## src/rtl/ones_counter_stream.sv

```systemverilog
// Streaming ones counter: per-beat popcount plus a per-frame total with a stalling handoff.
// Build option: define ONES_COUNTER_STREAM_SATURATE_EN to clamp acc/total instead of wrapping.
module ones_counter_stream #(
  parameter int DATA_WIDTH = 8,
  parameter int ACC_WIDTH  = 16
) (
  input  logic                          clk,
  input  logic                          rst,
  input  logic [DATA_WIDTH-1:0]         din,
  input  logic                          din_valid,
  input  logic                          din_last,
  output logic                          din_ready,
  output logic [$clog2(DATA_WIDTH):0]   beat_count,
  output logic                          beat_valid,
  output logic [ACC_WIDTH-1:0]          total,
  output logic                          total_valid,
  input  logic                          total_ready,
  output logic                          overflow
);

  localparam int CW = $clog2(DATA_WIDTH) + 1;

  typedef enum logic {
    ACCUM = 1'b0,
    HOLD  = 1'b1
  } state_t;

  state_t                 state;
  state_t                 state_next;
  logic [ACC_WIDTH-1:0]   acc;
  logic                   frame_ovf;
  logic                   accept;
  logic [CW-1:0]          din_ones;
  logic [ACC_WIDTH:0]     sum;
  logic                   carry;
  logic [ACC_WIDTH-1:0]   sum_fit;

  function automatic logic [CW-1:0] popcount(input logic [DATA_WIDTH-1:0] d);
    logic [CW-1:0] n;
    n = '0;
    for (int i = 0; i < DATA_WIDTH; i++) begin
      n = n + CW'(d[i]);
    end
    return n;
  endfunction

  assign din_ones = popcount(din);
  assign sum      = {1'b0, acc} + (ACC_WIDTH+1)'(din_ones);
  assign carry    = sum[ACC_WIDTH];

  // A carry out of the accumulator either wraps naturally or pins at all-ones.
`ifdef ONES_COUNTER_STREAM_SATURATE_EN
  assign sum_fit = carry ? {ACC_WIDTH{1'b1}} : sum[ACC_WIDTH-1:0];
`else
  assign sum_fit = sum[ACC_WIDTH-1:0];
`endif

  assign total_valid = (state == HOLD);

  // In HOLD a beat can only enter while the consumer drains the held total.
  always_comb begin
    din_ready  = 1'b1;
    state_next = state;
    case (state)
      ACCUM: begin
        din_ready = 1'b1;
        if (din_valid && din_last) begin
          state_next = HOLD;
        end else begin
          state_next = ACCUM;
        end
      end
      HOLD: begin
        din_ready = total_ready;
        if (total_ready) begin
          if (din_valid && din_last) begin
            state_next = HOLD;
          end else begin
            state_next = ACCUM;
          end
        end else begin
          state_next = HOLD;
        end
      end
      default: begin
        din_ready  = 1'b1;
        state_next = ACCUM;
      end
    endcase
    accept = din_valid && din_ready;
  end

  always_ff @(posedge clk or posedge rst) begin
    if (rst) begin
      state <= ACCUM;
    end else begin
      state <= state_next;
    end
  end

  // acc is already zero after a last beat, so a frame started from HOLD needs no special case.
  always_ff @(posedge clk or posedge rst) begin
    if (rst) begin
      acc        <= '0;
      frame_ovf  <= 1'b0;
      total      <= '0;
      overflow   <= 1'b0;
      beat_count <= '0;
      beat_valid <= 1'b0;
    end else begin
      beat_valid <= accept;
      if (accept) begin
        beat_count <= din_ones;
        if (din_last) begin
          total     <= sum_fit;
          overflow  <= frame_ovf | carry;
          acc       <= '0;
          frame_ovf <= 1'b0;
        end else begin
          acc       <= sum_fit;
          frame_ovf <= frame_ovf | carry;
        end
      end else begin
        beat_count <= beat_count;
      end
    end
  end

endmodule

```

## config.mk

```make
export PLATFORM = sky130hd
export DESIGN_NAME = ones_counter_stream
export DESIGN_NICKNAME = d
export VERILOG_FILES = /design/src/rtl/ones_counter_stream.sv
export SDC_FILE = /design/constraint.sdc
export NUM_CORES = 1
export LEC_CHECK = 0
export CORE_MARGIN = 10
export CORE_UTILIZATION = 57
export DETAILED_ROUTE_END_ITERATION = 7
export HOLD_SLACK_MARGIN = 0.05
export PLACE_DENSITY = 0.93
export SETUP_SLACK_MARGIN = 0.3
export SLEW_MARGIN = 5
export SYNTH_ARGS = -nofsm -noshare
export SYNTH_HDL_FRONTEND = slang
export SYNTH_SLANG_ARGS = --single-unit
export TNS_END_PERCENT = 1
```

## constraint.sdc

```tcl
create_clock -name clk -period 3.61 [get_ports clk]
set_input_delay 0.722 -clock clk [delete_from_list [all_inputs] [get_ports clk]]
set_output_delay 0.722 -clock clk [all_outputs]
set_load 0.05 [all_outputs]
```

==> summary.md <==
| Metric | Value |
|---|---|
| Largest area contributor in the netlist | `dfrtp_1` |
| Num rows | `22` |
| Max_cap viols | `0` |
| Hold EP | `total[12]` |
| Nets@finish | `285` |
| Clock Sinks | `40` |
| CTS Hold Bufs | `0` |
| Most common cell in the netlist | `dfrtp_1` |
| Crit-path max cell delay | `0.55 ns` |
| Fin crit period | `4.21 ns` |
| Diodes inserted | `0` |
| Tightest Pin Transition | `0.541 ns` |
| FF-to-FF setup slack | `1.60 ns` |
| Drt drc | `0` |
| Via Count | `1832` |
| Critical path endpoint category | `flip-flop` |
| Syn Area/Cell | `10.2 sq um` |
| Dpl hpwl | `3480 microns` |
| Synthesized Nets | `238` |
| Synth top cells by count | `dfrtp_1 (40), o21ai_0 (28), nand2_1 (27)` |
| Clk buf depth | `2` |
| Vias in the first global route | `1823` |
| Unrepaired setup endpoints after global routing | `true` |
| Post-synthesis cell area | `2170 sq um` |
| Initial antenna violation count | `0` |
| Gr ovfl total | `0` |
| Hold_ws | `0.483 ns` |
| Reg2reg start | `acc[0]` |
| DRT iter0 DRCs | `182` |
| CTS Root Cell | `clkbuf_8` |
| Skew-Pair Late Insertion Delay | `0.30 ns` |
| Number of flops mapped to enable cells by yosys | `0` |
| Pre-antenna DRT Iters | `4` |
| Worst clock skew | `0.00644 ns` |
| Layout cells sized above 1 | `0.262` |
| Setup slack after layout | `-0.603 ns` |
| Fmax achieved | `237 MHz` |
| Post-synth top area share | `0.461` |
| Worst hold path depth | `2` |
| Max_slew headroom | `0.639` |
| # IOs | `37` |
| Data required, critical path | `3.80 ns` |
| Synth Warn # | `0` |
| Post-synth top flop | `dfrtp_1` |
| Outcome | `finished, violations left` |
| Pins Over Slew Limit | `0` |
| Asr flop ratio synth | `1.00` |
| Starting Density | `0.593` |
| Fillers | `204` |
| WL per Instance | `19.6 microns` |
| RR Endpoint | `total[6]` |
| Worst EP arrival | `4.40 ns` |
| Largest net degree at the start of global routing | `41` |
| Lkg Pwr | `1.30 nW` |
| Worst-path maximum fanout | `8` |
| Slowest CP cell | `fa_1` |
| Tcrit/Tclk final | `1.17` |
| Number of distinct library cells after synthesis | `38` |
| Synth Instances | `213` |
| Failing checks | `negative setup slack` |
| Final setup fails | `32` |
| Final core occ | `0.801` |
| H-tree Lvls | `2` |
| Die width | `81.7 microns` |
| Worst path cell trace | `buf_6, fa_1, inv_1, fa_1, fa_1, inv_2, ha_4, fa_2, fa_2, a21o_1, a21o_4, buf_6, nand3_4, xor2_1, o21ai_1` |
| Maximum vdd drop | `0.577 mV` |
| Seq/Total Area, Yosys | `0.461` |
| Top cells by area, synth | `dfrtp_1 (46%), o21ai_0 (6.5%), xor2_1 (5.2%), nand2_1 (4.7%), fa_1 (4.6%)` |
| Routed WL | `6030 microns` |
| Worst path most repeated cell | `fa_1` |
| PwrDens | `579 nW/um^2` |
| First-pass GRT wire length | `8780 microns` |
| HP Class | `reg -> reg` |
| Hold_sp | `total[12]` |
| Synth-to-layout area growth | `35.2%` |
| Via density | `5.95` |
| CP Class | `in -> reg` |
| #FFs+latches synth | `40` |
| # port buffers | `36` |
| Design Power | `0.00170 W` |
| Tot GR Track Use | `0.168` |
| Final ANT Viol Nets | `0` |
| Gpl congestion | `0.906` |
| Die Footprint | `6670 sq um` |
| Core area | `3660 sq um` |
| Fin. Hold Viols | `0` |
| CTS buffer count | `5` |
| Clock-pin slew on the worst setup and hold paths | `0.07 ns` |
| CTS tree | `built` |
| R2r worst-path depth | `8` |
| Die Y | `81.7 microns` |
| Crit start category | `input port` |
-- final cells by class --
| class | count | area (sq um) | share of cell area |
|---|---|---|---|
| multi-input cells | 149 | 1240 | 0.424 |
| repair buffers | 54 | 514 | 0.175 |
| flip-flops and latches | 40 | 1000 | 0.341 |
| well taps | 48 | 60.1 | 0.0205 |
| clock inverters | 1 | 5.00 | 0.00171 |
| inverters | 10 | 37.5 | 0.0128 |
| clock buffers | 6 | 72.6 | 0.0247 |
-- metal layers --
metal  GRT usage  wire length (microns)
met1       0.205                   2460
met4      0.0612                    143
met3      0.0437                    441
met5           0                      0
met2       0.280                   2990
-- cell usage in the layout (no fill, tap or decap), drive strengths merged, types with 8 or more instances in the layout --
cell type	n
nand2	28
nand3	8
xor2	13
dfrtp	40
inv	10
o21ai	31
o31ai	12
clkdlybuf4s50	33
buf	21
-- where the power goes --
group / internal [W] / total (W) / leakage, nW / switching [W]
Combinational: 0.000363 / 0.000842 / 0.723 / 0.000479
Sequential: 0.000516 / 0.000571 / 0.538 / 0.0000550
Clock: 0.000131 / 0.000284 / 0.0410 / 0.000153
Total: 0.00101 / 0.00170 / 1.30 / 0.000687
-- stage by stage --
stage / area, sq um / TNS [ns] / instances / setup slack, ns
5_1_grt: 2930 / -18.45 / 308 / -0.726
6_report: 2930 / -14.54 / 308 / -0.603
2_1_floorplan: 2190 / -13.95 / 213 / -0.565
3_3_place_gp: 2640 / -32.03 / 297 / -1.12
3_5_place_dp: 2640 / -34.93 / 297 / -1.24
4_1_cts: 2810 / -13.37 / 306 / -0.537
-- state kept, by name, summed over array words and instances (netlist names) --
| register | count |
|---|---|
| total | 16 |
| total_valid | 1 |
| acc | 16 |
| frame_ovf | 1 |
| beat_count | 4 |
| beat_valid | 1 |
| overflow | 1 |
-- how the worst max path moves through the flow --
stage	endpoint	slack, ns	startpoint	depth (start not counted)
after floorplan	acc[13]	-0.56	din[0]	15
after global placement	total[5]	-1.12	din[0]	15
after detailed placement	acc[9]	-1.24	din[0]	16
after CTS	total[9]	-0.54	din[0]	16
after global routing	acc[9]	-0.73	din[0]	16
final	total[6]	-0.60	din[0]	15
-- cells by family after synthesis --
kind of cell             after synthesis  share of synthesized area
adder cells (fa/ha/maj)               12                     0.0865
AND/OR/NAND/NOR                       52                      0.125
multiplexers                           7                     0.0358
buffers and inverters                 24                     0.0548
flip-flops                            40                      0.461
AO/OA/AOI/OAI                         63                      0.176
XOR/XNOR                              15                     0.0606
-- what timing repair did --
item | in CTS | in global routing
pin swaps | 14 | 18
gates cloned | 0 | 0
resized for setup | 31 | 36
buffers inserted | 2 | 2
endpoints found under the setup margin | 35 | 33
-- worst max-delay path: cells and delay by family --
| kind | cells | cell delay, ns |
|---|---|---|
| AO/OA/AOI/OAI | 3 | 0.51 |
| buffers and inverters | 4 | 0.36 |
| AND/OR/NAND/NOR | 1 | 0.08 |
| XOR/XNOR | 1 | 0.16 |
| adder cells (fa/ha/maj) | 6 | 2.57 |
Note: power is estimated with default switching activity, not from simulation.
